File: config.mk
export PLATFORM = sky130hd
export DESIGN_NAME = ibex_clic_arbiter_flat
export DESIGN_NICKNAME = d
export VERILOG_FILES = /design/src/rtl/ibex_clic_arbiter_if.sv /design/src/rtl/ibex_clic_arbiter.sv /design/src/flat_wrapper.sv
export SDC_FILE = /design/constraint.sdc
export NUM_CORES = 1
export LEC_CHECK = 0
export CELL_PAD_IN_SITES_DETAIL_PLACEMENT = 1
export CELL_PAD_IN_SITES_GLOBAL_PLACEMENT = 1
export CORE_AREA = 5 5 185 187
export CTS_BUF_LIST = sky130_fd_sc_hd__clkbuf_8 sky130_fd_sc_hd__clkbuf_16
export DETAILED_ROUTE_END_ITERATION = 8
export DIE_AREA = 0 0 190 192
export GPL_ROUTABILITY_DRIVEN = 0
export PLACE_DENSITY_LB_ADDON = 0.1
export SLEW_MARGIN = 40
export SYNTH_ARGS = -nofsm -noshare
export SYNTH_HDL_FRONTEND = slang
export SYNTH_SLANG_ARGS = --single-unit
File: constraint.sdc
create_clock -name clk_i -period 50.4 [get_ports clk_i]
set_input_delay 10.08 -clock clk_i [delete_from_list [all_inputs] [get_ports clk_i]]
set_output_delay 10.08 -clock clk_i [all_outputs]
set_load 0.01 [all_outputs]
File: src/rtl/ibex_clic_arbiter_if.sv
// Bus between the CLIC arbiter and its environment: source lines, config writes,
// the request/claim/complete handshake and the presented interrupt triple.
interface ibex_clic_arbiter_if #(
  parameter int unsigned NUM_IRQ = 16,
  parameter int unsigned IDX_W   = $clog2(NUM_IRQ)
);
  logic [NUM_IRQ-1:0] irq_src_i;
  logic               cfg_we_i;
  logic [IDX_W-1:0]   cfg_idx_i;
  logic [7:0]         cfg_prio_i;
  logic               cfg_en_i;
  logic               thr_we_i;
  logic [7:0]         thr_i;
  logic               ack_i;
  logic               complete_i;
  logic               clic_irq_o;
  logic [11:0]        clic_irq_id_o;
  logic [7:0]         clic_irq_priority_o;
  logic [7:0]         clic_threshold_o;
  logic               clic_claim_o;
  logic               busy_o;

  modport slave (
    input  irq_src_i, cfg_we_i, cfg_idx_i, cfg_prio_i, cfg_en_i,
           thr_we_i, thr_i, ack_i, complete_i,
    output clic_irq_o, clic_irq_id_o, clic_irq_priority_o,
           clic_threshold_o, clic_claim_o, busy_o
  );

  modport master (
    output irq_src_i, cfg_we_i, cfg_idx_i, cfg_prio_i, cfg_en_i,
           thr_we_i, thr_i, ack_i, complete_i,
    input  clic_irq_o, clic_irq_id_o, clic_irq_priority_o,
           clic_threshold_o, clic_claim_o, busy_o
  );
endinterface

File: src/rtl/ibex_clic_arbiter.sv
// Edge-latching interrupt arbiter: picks the highest-priority eligible source and
// sequences request -> claim -> complete so only one interrupt is in service.
module ibex_clic_arbiter #(
  parameter int unsigned NUM_IRQ = 16,
  parameter int unsigned IDX_W   = $clog2(NUM_IRQ)
) (
  input  logic               clk_i,
  input  logic               rst_i,
  ibex_clic_arbiter_if.slave bus
);

  localparam int unsigned PRIO_W = 8;
  localparam int unsigned ID_W   = 12;
  localparam int unsigned IDXP_W = IDX_W + 1;

  typedef enum logic [1:0] {
    IDLE   = 2'd0,
    REQ    = 2'd1,
    ACTIVE = 2'd2
  } state_e;

  state_e              state_q, state_d;
  logic [NUM_IRQ-1:0]  src_q, src_d;
  logic [NUM_IRQ-1:0]  pending_q, pending_d;
  logic [NUM_IRQ-1:0]  en_q, en_d;
  logic [PRIO_W-1:0]   prio_q [NUM_IRQ];
  logic [PRIO_W-1:0]   prio_d [NUM_IRQ];
  logic [PRIO_W-1:0]   thr_q, thr_d;
  logic [IDX_W-1:0]    sel_id_q, sel_id_d;
  logic [PRIO_W-1:0]   sel_prio_q, sel_prio_d;
  logic                irq_q, irq_d;
  logic [ID_W-1:0]     irq_id_q, irq_id_d;
  logic [PRIO_W-1:0]   irq_prio_q, irq_prio_d;
  logic                claim_q, claim_d;
  logic                busy_q, busy_d;

  logic [NUM_IRQ-1:0]  eligible_c;
  logic                any_eligible_c;
  logic [IDX_W-1:0]    best_id_c;
  logic [PRIO_W-1:0]   best_prio_c;
  logic                sel_still_ok_c;

  // Winner scan: strict '>' keeps the lowest index on priority ties.
  always_comb begin
    eligible_c     = '0;
    any_eligible_c = 1'b0;
    best_id_c      = '0;
    best_prio_c    = '0;
    for (int unsigned i = 0; i < NUM_IRQ; i++) begin
      eligible_c[i] = pending_q[i] & en_q[i] & (prio_q[i] > thr_q);
      if (eligible_c[i] && (!any_eligible_c || (prio_q[i] > best_prio_c))) begin
        any_eligible_c = 1'b1;
        best_id_c      = IDX_W'(i);
        best_prio_c    = prio_q[i];
      end
    end
  end

  // Configuration and threshold registers; out-of-range indices are dropped.
  always_comb begin
    en_d   = en_q;
    prio_d = prio_q;
    thr_d  = thr_q;
    if (bus.cfg_we_i && ({1'b0, bus.cfg_idx_i} < IDXP_W'(NUM_IRQ))) begin
      prio_d[bus.cfg_idx_i] = bus.cfg_prio_i;
      en_d[bus.cfg_idx_i]   = bus.cfg_en_i;
    end
    if (bus.thr_we_i) begin
      thr_d = bus.thr_i;
    end
  end

  assign sel_still_ok_c = en_q[sel_id_q] & (sel_prio_q > thr_q);

  // Handshake sequencer; a new edge on the claimed source re-sets pending.
  always_comb begin
    state_d    = state_q;
    sel_id_d   = sel_id_q;
    sel_prio_d = sel_prio_q;
    claim_d    = 1'b0;
    pending_d  = pending_q;
    src_d      = bus.irq_src_i;

    unique case (state_q)
      IDLE: begin
        if (any_eligible_c) begin
          sel_id_d   = best_id_c;
          sel_prio_d = best_prio_c;
          state_d    = REQ;
        end
      end
      REQ: begin
        if (bus.ack_i) begin
          pending_d[sel_id_q] = 1'b0;
          claim_d             = 1'b1;
          state_d             = ACTIVE;
        end else if (!sel_still_ok_c) begin
          state_d = IDLE;
        end
      end
      ACTIVE: begin
        if (bus.complete_i) begin
          state_d = IDLE;
        end
      end
      default: state_d = IDLE;
    endcase

    pending_d  = pending_d | (bus.irq_src_i & ~src_q);

    irq_d      = (state_d == REQ);
    busy_d     = (state_d == ACTIVE);
    irq_id_d   = irq_d ? ID_W'(sel_id_d) : '0;
    irq_prio_d = irq_d ? sel_prio_d : '0;
  end

  always_ff @(posedge clk_i or posedge rst_i) begin
    if (rst_i) begin
      state_q    <= IDLE;
      src_q      <= '0;
      pending_q  <= '0;
      en_q       <= '0;
      thr_q      <= '0;
      sel_id_q   <= '0;
      sel_prio_q <= '0;
      irq_q      <= 1'b0;
      irq_id_q   <= '0;
      irq_prio_q <= '0;
      claim_q    <= 1'b0;
      busy_q     <= 1'b0;
      for (int unsigned i = 0; i < NUM_IRQ; i++) begin
        prio_q[i] <= '0;
      end
    end else begin
      state_q    <= state_d;
      src_q      <= src_d;
      pending_q  <= pending_d;
      en_q       <= en_d;
      thr_q      <= thr_d;
      sel_id_q   <= sel_id_d;
      sel_prio_q <= sel_prio_d;
      irq_q      <= irq_d;
      irq_id_q   <= irq_id_d;
      irq_prio_q <= irq_prio_d;
      claim_q    <= claim_d;
      busy_q     <= busy_d;
      prio_q     <= prio_d;
    end
  end

  assign bus.clic_irq_o          = irq_q;
  assign bus.clic_irq_id_o       = irq_id_q;
  assign bus.clic_irq_priority_o = irq_prio_q;
  assign bus.clic_threshold_o    = thr_q;
  assign bus.clic_claim_o        = claim_q;
  assign bus.busy_o              = busy_q;

endmodule

File: src/flat_wrapper.sv
// flat-port wrapper written by rule: the top's interface ports become plain ports
module ibex_clic_arbiter_flat 
#(
  parameter int unsigned NUM_IRQ = 16,
  parameter int unsigned IDX_W   = $clog2(NUM_IRQ)
)
  (clk_i, rst_i, bus_irq_src_i, bus_cfg_we_i, bus_cfg_idx_i, bus_cfg_prio_i, bus_cfg_en_i, bus_thr_we_i, bus_thr_i, bus_ack_i, bus_complete_i, bus_clic_irq_o, bus_clic_irq_id_o, bus_clic_irq_priority_o, bus_clic_threshold_o, bus_clic_claim_o, bus_busy_o);
  ibex_clic_arbiter_if #(.NUM_IRQ(NUM_IRQ), .IDX_W(IDX_W)) bus_i ();
  input  logic clk_i;
  input  logic rst_i;
  input wire logic [$bits(bus_i.irq_src_i)-1:0] bus_irq_src_i;
  input wire logic [$bits(bus_i.cfg_we_i)-1:0] bus_cfg_we_i;
  input wire logic [$bits(bus_i.cfg_idx_i)-1:0] bus_cfg_idx_i;
  input wire logic [$bits(bus_i.cfg_prio_i)-1:0] bus_cfg_prio_i;
  input wire logic [$bits(bus_i.cfg_en_i)-1:0] bus_cfg_en_i;
  input wire logic [$bits(bus_i.thr_we_i)-1:0] bus_thr_we_i;
  input wire logic [$bits(bus_i.thr_i)-1:0] bus_thr_i;
  input wire logic [$bits(bus_i.ack_i)-1:0] bus_ack_i;
  input wire logic [$bits(bus_i.complete_i)-1:0] bus_complete_i;
  output wire logic [$bits(bus_i.clic_irq_o)-1:0] bus_clic_irq_o;
  output wire logic [$bits(bus_i.clic_irq_id_o)-1:0] bus_clic_irq_id_o;
  output wire logic [$bits(bus_i.clic_irq_priority_o)-1:0] bus_clic_irq_priority_o;
  output wire logic [$bits(bus_i.clic_threshold_o)-1:0] bus_clic_threshold_o;
  output wire logic [$bits(bus_i.clic_claim_o)-1:0] bus_clic_claim_o;
  output wire logic [$bits(bus_i.busy_o)-1:0] bus_busy_o;
  assign bus_i.irq_src_i = bus_irq_src_i;
  assign bus_i.cfg_we_i = bus_cfg_we_i;
  assign bus_i.cfg_idx_i = bus_cfg_idx_i;
  assign bus_i.cfg_prio_i = bus_cfg_prio_i;
  assign bus_i.cfg_en_i = bus_cfg_en_i;
  assign bus_i.thr_we_i = bus_thr_we_i;
  assign bus_i.thr_i = bus_thr_i;
  assign bus_i.ack_i = bus_ack_i;
  assign bus_i.complete_i = bus_complete_i;
  assign bus_clic_irq_o = bus_i.clic_irq_o;
  assign bus_clic_irq_id_o = bus_i.clic_irq_id_o;
  assign bus_clic_irq_priority_o = bus_i.clic_irq_priority_o;
  assign bus_clic_threshold_o = bus_i.clic_threshold_o;
  assign bus_clic_claim_o = bus_i.clic_claim_o;
  assign bus_busy_o = bus_i.busy_o;
  ibex_clic_arbiter #(.NUM_IRQ(NUM_IRQ), .IDX_W(IDX_W)) u_core (.clk_i(clk_i), .rst_i(rst_i), .bus(bus_i));
endmodule
* Yosys cells after proc, flatten, opt, wreduce, memory -nomap -nowiden
Index checks and enable logic that the tools add are counted.
** Word-level totals
- Register bits :: 221
- Output and inout bits :: 31
** Cells by class
- Order comparisons :: 38
- Equality and inequality tests :: 4
- Multiplexer cells :: 72
- Bitwise operators :: 39
- Reduce and logical (&&, ||, !) cells :: 49
** Operators by type and width (number)
- $gt A8 B8 Y1 :: 32
- $mux W8 :: 20
- $bwmux W128 :: 1
- $mux W4 :: 11
- $and A1 B1 Y1 :: 33
- $and A16 B16 Y16 :: 2
- $demux W8 S4 :: 1
- $mux W16 :: 2
- $not A16 Y16 :: 2
- $mux W1 :: 22
- $logic_and A1 B1 Y1 :: 18
- $bwmux W16 :: 1
- $or A16 B16 Y16 :: 1
- $logic_not A1 Y1 :: 15
- $logic_or A1 B1 Y1 :: 15
- $mux W2 :: 6
- $mux W3 :: 4
- $lt A4 B5 Y1 const B :: 2
- $demux W1 S4 :: 2
- $ge A4 B1 Y1 const B :: 2
- $pmux W2 S3 :: 1
- $ge A5 B5 Y1 const B :: 1
- $lt A5 B1 Y1 const B :: 1
- $not A4 Y5 :: 1
- other kinds (4) :: 6

* Depth between registers and ports, before layout
- Depth after elaboration :: 67
- Mapped depth :: 168
- Depth with buffers taken out :: 159

* Least setup slack after synthesis
Ideal clock, no wire load.
- Path kind :: register to register
- From :: reg u_core.thr_q[6] (netlist: u_core.bus.clic_threshold_o[6])
- To :: reg u_core.irq_prio_q[0] (netlist: u_core.bus.clic_irq_priority_o[0])
- Library setup time :: 0.087 ns
- Arrival time :: 29.190 ns
- Data required time :: 50.313 ns
- Slack :: 21.124 ns
- Stages on the path, launching flop included :: 158
- Buffers on the path :: 11
- Clock period less this slack :: 29.276 ns
- Cells stage by stage :: dfrtp_1 inv_1 ha_1 o21ai_1 o211ai_1 o2111ai_1 nor2_2 buf_2 nand2_1 ha_1 nor2b_1 o211ai_1 a21oi_1 o22ai_1 a21oi_1 clkbuf_1 mux2_2 ha_1 [... 122 more ...] and2_4 nor2_4 mux2_1 ha_1 nor2b_1 o21a_1 o21ai_0 nand2b_1 a21oi_1 nor2_1 a211oi_1 a21oi_1 o21ai_1 and2_1 clkbuf_1 clkbuf_1 o21ai_2 o211ai_1
** On the way
- Word-level cells in the longest chain between the ends :: 67
- Elaborated cells between the ends (all ways) :: 134
** RTL lines
- from (decl) :: RTL line ibex_clic_arbiter.sv:28 : logic [PRIO_W-1:0] thr_q, thr_d;
- from (signal assigned) :: RTL line ibex_clic_arbiter.sv:139 : thr_q <= thr_d;
- $gt A8 B8 Y1 :: RTL line ibex_clic_arbiter.sv:50 : eligible_c[i] = pending_q[i] & en_q[i] & (prio_q[i] > thr_q);
- $and A1 B1 Y1 :: RTL line ibex_clic_arbiter.sv:50
- $mux W8 or $mux W1 (tied branches) :: RTL line ibex_clic_arbiter.sv:51 : if (eligible_c[i] && (!any_eligible_c || (prio_q[i] > best_prio_c))) begin
- $gt A8 B8 Y1 or $logic_not A1 Y1 (tied branches) :: RTL line ibex_clic_arbiter.sv:51
- $logic_or A1 B1 Y1 :: RTL line ibex_clic_arbiter.sv:51
- $logic_and A1 B1 Y1 :: RTL line ibex_clic_arbiter.sv:51
- $mux W8 or $mux W1 (tied branches) :: RTL line ibex_clic_arbiter.sv:51
- $gt A8 B8 Y1 or $logic_not A1 Y1 (tied branches) :: RTL line ibex_clic_arbiter.sv:51
- [... 52 more ...]
- $logic_or A1 B1 Y1 :: RTL line ibex_clic_arbiter.sv:51
- $logic_and A1 B1 Y1 :: RTL line ibex_clic_arbiter.sv:51
- $mux W1 :: RTL line ibex_clic_arbiter.sv:51
- $mux W2 :: RTL line ibex_clic_arbiter.sv:86 : if (any_eligible_c) begin
- $pmux W2 S3 :: RTL line ibex_clic_arbiter.sv:84 : unique case (state_q)
- $eq A2 B1 Y1 :: RTL line ibex_clic_arbiter.sv:111 : irq_d = (state_d == REQ);
- $mux W8 * :: RTL line ibex_clic_arbiter.sv:114 : irq_prio_d = irq_d ? sel_prio_d : '0;
- via u_core.irq_prio_d[0] :: RTL line ibex_clic_arbiter.sv:33 : logic [PRIO_W-1:0] irq_prio_q, irq_prio_d;
- to (signal assigned) :: RTL line ibex_clic_arbiter.sv:144 : irq_prio_q <= irq_prio_d;
- to (decl) :: RTL line ibex_clic_arbiter.sv:33
Mark *: on every way through the listed nets, which the timed path passes. The rest lies on a longest branch.
A chain may end at the register's enable or synchronous reset.

* Worst setup path after layout
- From :: reg u_core.thr_q[3] (netlist: u_core.bus.clic_threshold_o[3])
- To :: reg u_core.irq_id_q[3] (netlist: u_core.bus.clic_irq_id_o[3])
** On the way
- Word-level cells in the longest chain between the ends :: 67
- Elaborated cells between the ends (all ways) :: 141
** RTL lines
- $gt A8 B8 Y1 :: RTL line ibex_clic_arbiter.sv:50
- $and A1 B1 Y1 :: RTL line ibex_clic_arbiter.sv:50
- $mux W8 or $mux W1 (tied branches) :: RTL line ibex_clic_arbiter.sv:51
- $gt A8 B8 Y1 or $logic_not A1 Y1 (tied branches) :: RTL line ibex_clic_arbiter.sv:51
- $logic_or A1 B1 Y1 :: RTL line ibex_clic_arbiter.sv:51
- $logic_and A1 B1 Y1 :: RTL line ibex_clic_arbiter.sv:51
- $mux W8 or $mux W1 (tied branches) :: RTL line ibex_clic_arbiter.sv:51
- $gt A8 B8 Y1 or $logic_not A1 Y1 (tied branches) :: RTL line ibex_clic_arbiter.sv:51
- [... 52 more ...]
- $logic_or A1 B1 Y1 :: RTL line ibex_clic_arbiter.sv:51
- $logic_and A1 B1 Y1 :: RTL line ibex_clic_arbiter.sv:51
- $mux W1 :: RTL line ibex_clic_arbiter.sv:51
- $mux W2 :: RTL line ibex_clic_arbiter.sv:86
- $pmux W2 S3 :: RTL line ibex_clic_arbiter.sv:84
- $eq A2 B1 Y1 :: RTL line ibex_clic_arbiter.sv:111
- $mux W4 * :: RTL line ibex_clic_arbiter.sv:113 : irq_id_d = irq_d ? ID_W'(sel_id_d) : '0;
- via u_core.irq_id_d[3] :: RTL line ibex_clic_arbiter.sv:32 : logic [ID_W-1:0] irq_id_q, irq_id_d;
- to (signal assigned) :: RTL line ibex_clic_arbiter.sv:143 : irq_id_q <= irq_id_d;
- to (decl) :: RTL line ibex_clic_arbiter.sv:32
Marks and branches as above.

==> flow_summary.ini <==
[outcome]
status = complete, no violations

[sta]
fmax_mhz = 28.4
rsz0062_at_grt = false
skew_ns = 0.0106
fin_setup_tns_ns = 0
max_slew_margin_pct = 45.7
tightest_slew_ns = 0.808
finalMaxSlewViolations = 0
finalSetupViolations = 0
fin_crit_ns = 35.25
hold_viol = 0
post-route-period-util_pct = 69.9

[floorplan]
start_util_pct = 52.5
die_x_um = 190
die_h_um = 192
dieArea_sq_um = 36500
num_rows = 66
ioPinCount = 74
coreArea_sq_um = 32300

[cells_and_area]
final_nets = 2112
syn2layout_area_growth_pct = 12.7
drive_gt1_share_pct = 15.2
design_area_sq_um = 19100
fillers = 3585

[detailed_routing]
drtIter0Drc = 883
num_vias = 14900
drt-wirelength-per-cell_um = 26.1
route.detailed.drc = 0
routed_wl_mm = 59.6
via_per_inst = 6.51
ant_nets = 0
first_pass_iters = 5

[setup_path]
crit_path_max_incr_delay_ns = 0.71
crit_start = u_core.bus.clic_threshold_o[3]$_DFFE_PP0P_
cp-start-kind = register
r2r_slack_ns = 15.15
path_class = reg -> reg
critPathSlowestCell = a311oi_4
crit_top_cell = a21oi_1
cp_data_arrival_time_ns = 35.63
worst_setup_path_end_kind = register
reg2reg_from = u_core.bus.clic_threshold_o[3]$_DFFE_PP0P_
crit_path_max_fanout = 18
cp.required_ns = 50.78

[clock_network]
ctsHoldBuffers = 0
cts_tree = yes
h-tree-depth = 1
numCtsBuffers = 26
clock_sinks = 213
clk_latency_ns = 0.55
post-cts-setup-buffers = 0
cts_resized = 0
path_clk_slew_ns = 0.06
cts-root-buf = clkbuf_16
cts_buffer_depth = 3

[synth]
ys_top_cells_by_count = ha_1 (248), dfrtp_1 (213), mux2_2 (145)
synthArstFlopShare_pct = 100
synth_top_area_cell = dfrtp_1
yosysTopAreaCellShare_pct = 31.4
ys_types = 93
syn_area_sq_um = 17000
netlist_instances = 1757
synth_edf_count = 0
avgSynthCellArea_sq_um = 9.65
synth.most_common_cell = ha_1
yosys-top-cells-area = dfrtp_1 (31%), ha_1 (18%), mux2_2 (9.6%)
yosysSeqAreaShare_pct = 31.4
synthesis.yosys.warnings = 0
synth_ff_type = dfrtp_1
ys_seq_elements = 213

[global_routing]
grt_max_degree = 97
grt_first_pass_wirelength_mm = 91.6
gr-total-overflow = 0
track_usage_pct = 32.3
grt_pass1_vias = 15700
antenna_found_initial = 2

[min_path]
hp-class = reg -> reg
worstHoldStart = u_core.src_q[2]$_DFF_PP0_

[place]
port_buffers = 65
post-dp-hpwl_mm = 43.3
postPlaceCellArea_sq_um = 18100

[run]
maxCapViolCount = 0
==> layout by cell type (no fill, tap or decap), drive strengths merged, types with 29 or more instances in the layout <==
| cell type | netlist | routed |
|---|---|---|
| nor3 | 29 | 29 |
| inv | 119 | 127 |
| o211ai | 33 | 33 |
| ha | 248 | 248 |
| o21ai | 115 | 115 |
| nand4 | 43 | 43 |
| clkbuf | 37 | 30 |
| mux2 | 156 | 156 |
| nand2 | 101 | 101 |
| nor2 | 90 | 90 |
| a21oi | 107 | 107 |
| a21o | 61 | 61 |
| dfrtp | 213 | 213 |
| clkdlybuf4s50 | 0 | 61 |
| nor2b | 31 | 31 |
| nand3 | 47 | 47 |
==> final timing paths <==
check	endpoint	cells past startpoint
worst max register to register	u_core.bus.clic_irq_id_o[3]$_DFF_PP0_	153
max in group asynchronous	u_core.prio_q[65]$_DFFE_PP0P_	4
worst max-delay path	u_core.bus.clic_irq_id_o[3]$_DFF_PP0_	153
worst min register to register	u_core.pending_q[2]$_DFF_PP0_	1
worst min-delay path	u_core.pending_q[2]$_DFF_PP0_	1
min in group asynchronous	u_core.bus.clic_irq_priority_o[2]$_DFF_PP0_	2
==> cells by family (layout without fill, tap and decap cells) <==
group / after synthesis / after routing / synth area share [%]
adder cells (fa/ha/maj): 248 / 248 / 18.3
multiplexers: 171 / 171 / 11.6
other: 1 / 9 / 0.0221
flip-flops: 213 / 213 / 31.4
AO/OA/AOI/OAI: 515 / 515 / 21.4
AND/OR/NAND/NOR: 434 / 434 / 13.0
buffers and inverters: 175 / 251 / 4.16
==> worst max-delay path: cells and delay by family, from the launching register on <==
family | cells | cell delay [ns]
AOI/OAI and AO/OA | 85 | 19.35
adders and majority gates | 16 | 4.35
buffers and inverters | 11 | 1.36
DFF | 1 | 0.39
muxes | 7 | 2.92
and+or+nand+nor | 34 | 6.54
==> layer usage <==
| metal | part of all wire (%) | up-vias | track usage, % |
|---|---|---|---|
| met2 | 49 | 503 | 55.2 |
| met4 | 3.8 | 0 | 11.7 |
| met1 | 42 | 7503 | 41.4 |
| met5 | 0 | - | 0 |
| met3 | 5.9 | 140 | 5.13 |
| li1 | - | 6725 | - |
==> registers in the layout, summed over array words and instances (netlist names) <==
| name | count |
|---|---|
| u_core.state_q | 2 |
| u_core.bus.clic_irq_o | 1 |
| u_core.sel_id_q | 4 |
| u_core.bus.clic_irq_id_o | 4 |
| u_core.bus.clic_claim_o | 1 |
| u_core.src_q | 16 |
| u_core.prio_q | 128 |
| u_core.sel_prio_q | 8 |
| u_core.pending_q | 16 |
| u_core.bus.busy_o | 1 |
| u_core.en_q | 16 |
| u_core.bus.clic_irq_priority_o | 8 |
| u_core.bus.clic_threshold_o | 8 |
==> metrics by stage <==
| step | setup WS [ns] | instances | hold slack (ns) | utilization, % |
|---|---|---|---|---|
| 2_1_floorplan | 21.12 | 1764 | 0.400 | - |
| 3_3_place_gp | 16.80 | 2234 | 0.403 | 56.0 |
| 3_5_place_dp | 15.75 | 2235 | 0.414 | 56.1 |
| 4_1_cts | 15.30 | 2282 | 0.423 | 59.1 |
| 5_1_grt | 12.59 | 2283 | 0.436 | 59.2 |
| 6_report | 15.15 | 2283 | 0.415 | 59.2 |
==> final cells by class <==
| type | instances | area [sq um] | area share [%] |
|---|---|---|---|
| Multi-Input combinational cell | 1376 | 11000 | 57.7 |
| Sequential cell | 213 | 5330 | 27.9 |
| Timing Repair Buffer | 85 | 788 | 4.13 |
| Clock buffer | 30 | 717 | 3.75 |
| Tap cell | 442 | 553 | 2.89 |
| Inverter | 119 | 454 | 2.38 |
| Clock inverter | 17 | 231 | 1.21 |
| Antenna cell | 1 | 2.50 | 0.0131 |
Power is not shown: default switching activity piles up to over one toggle a cycle in this logic, so the estimate is an artifact.
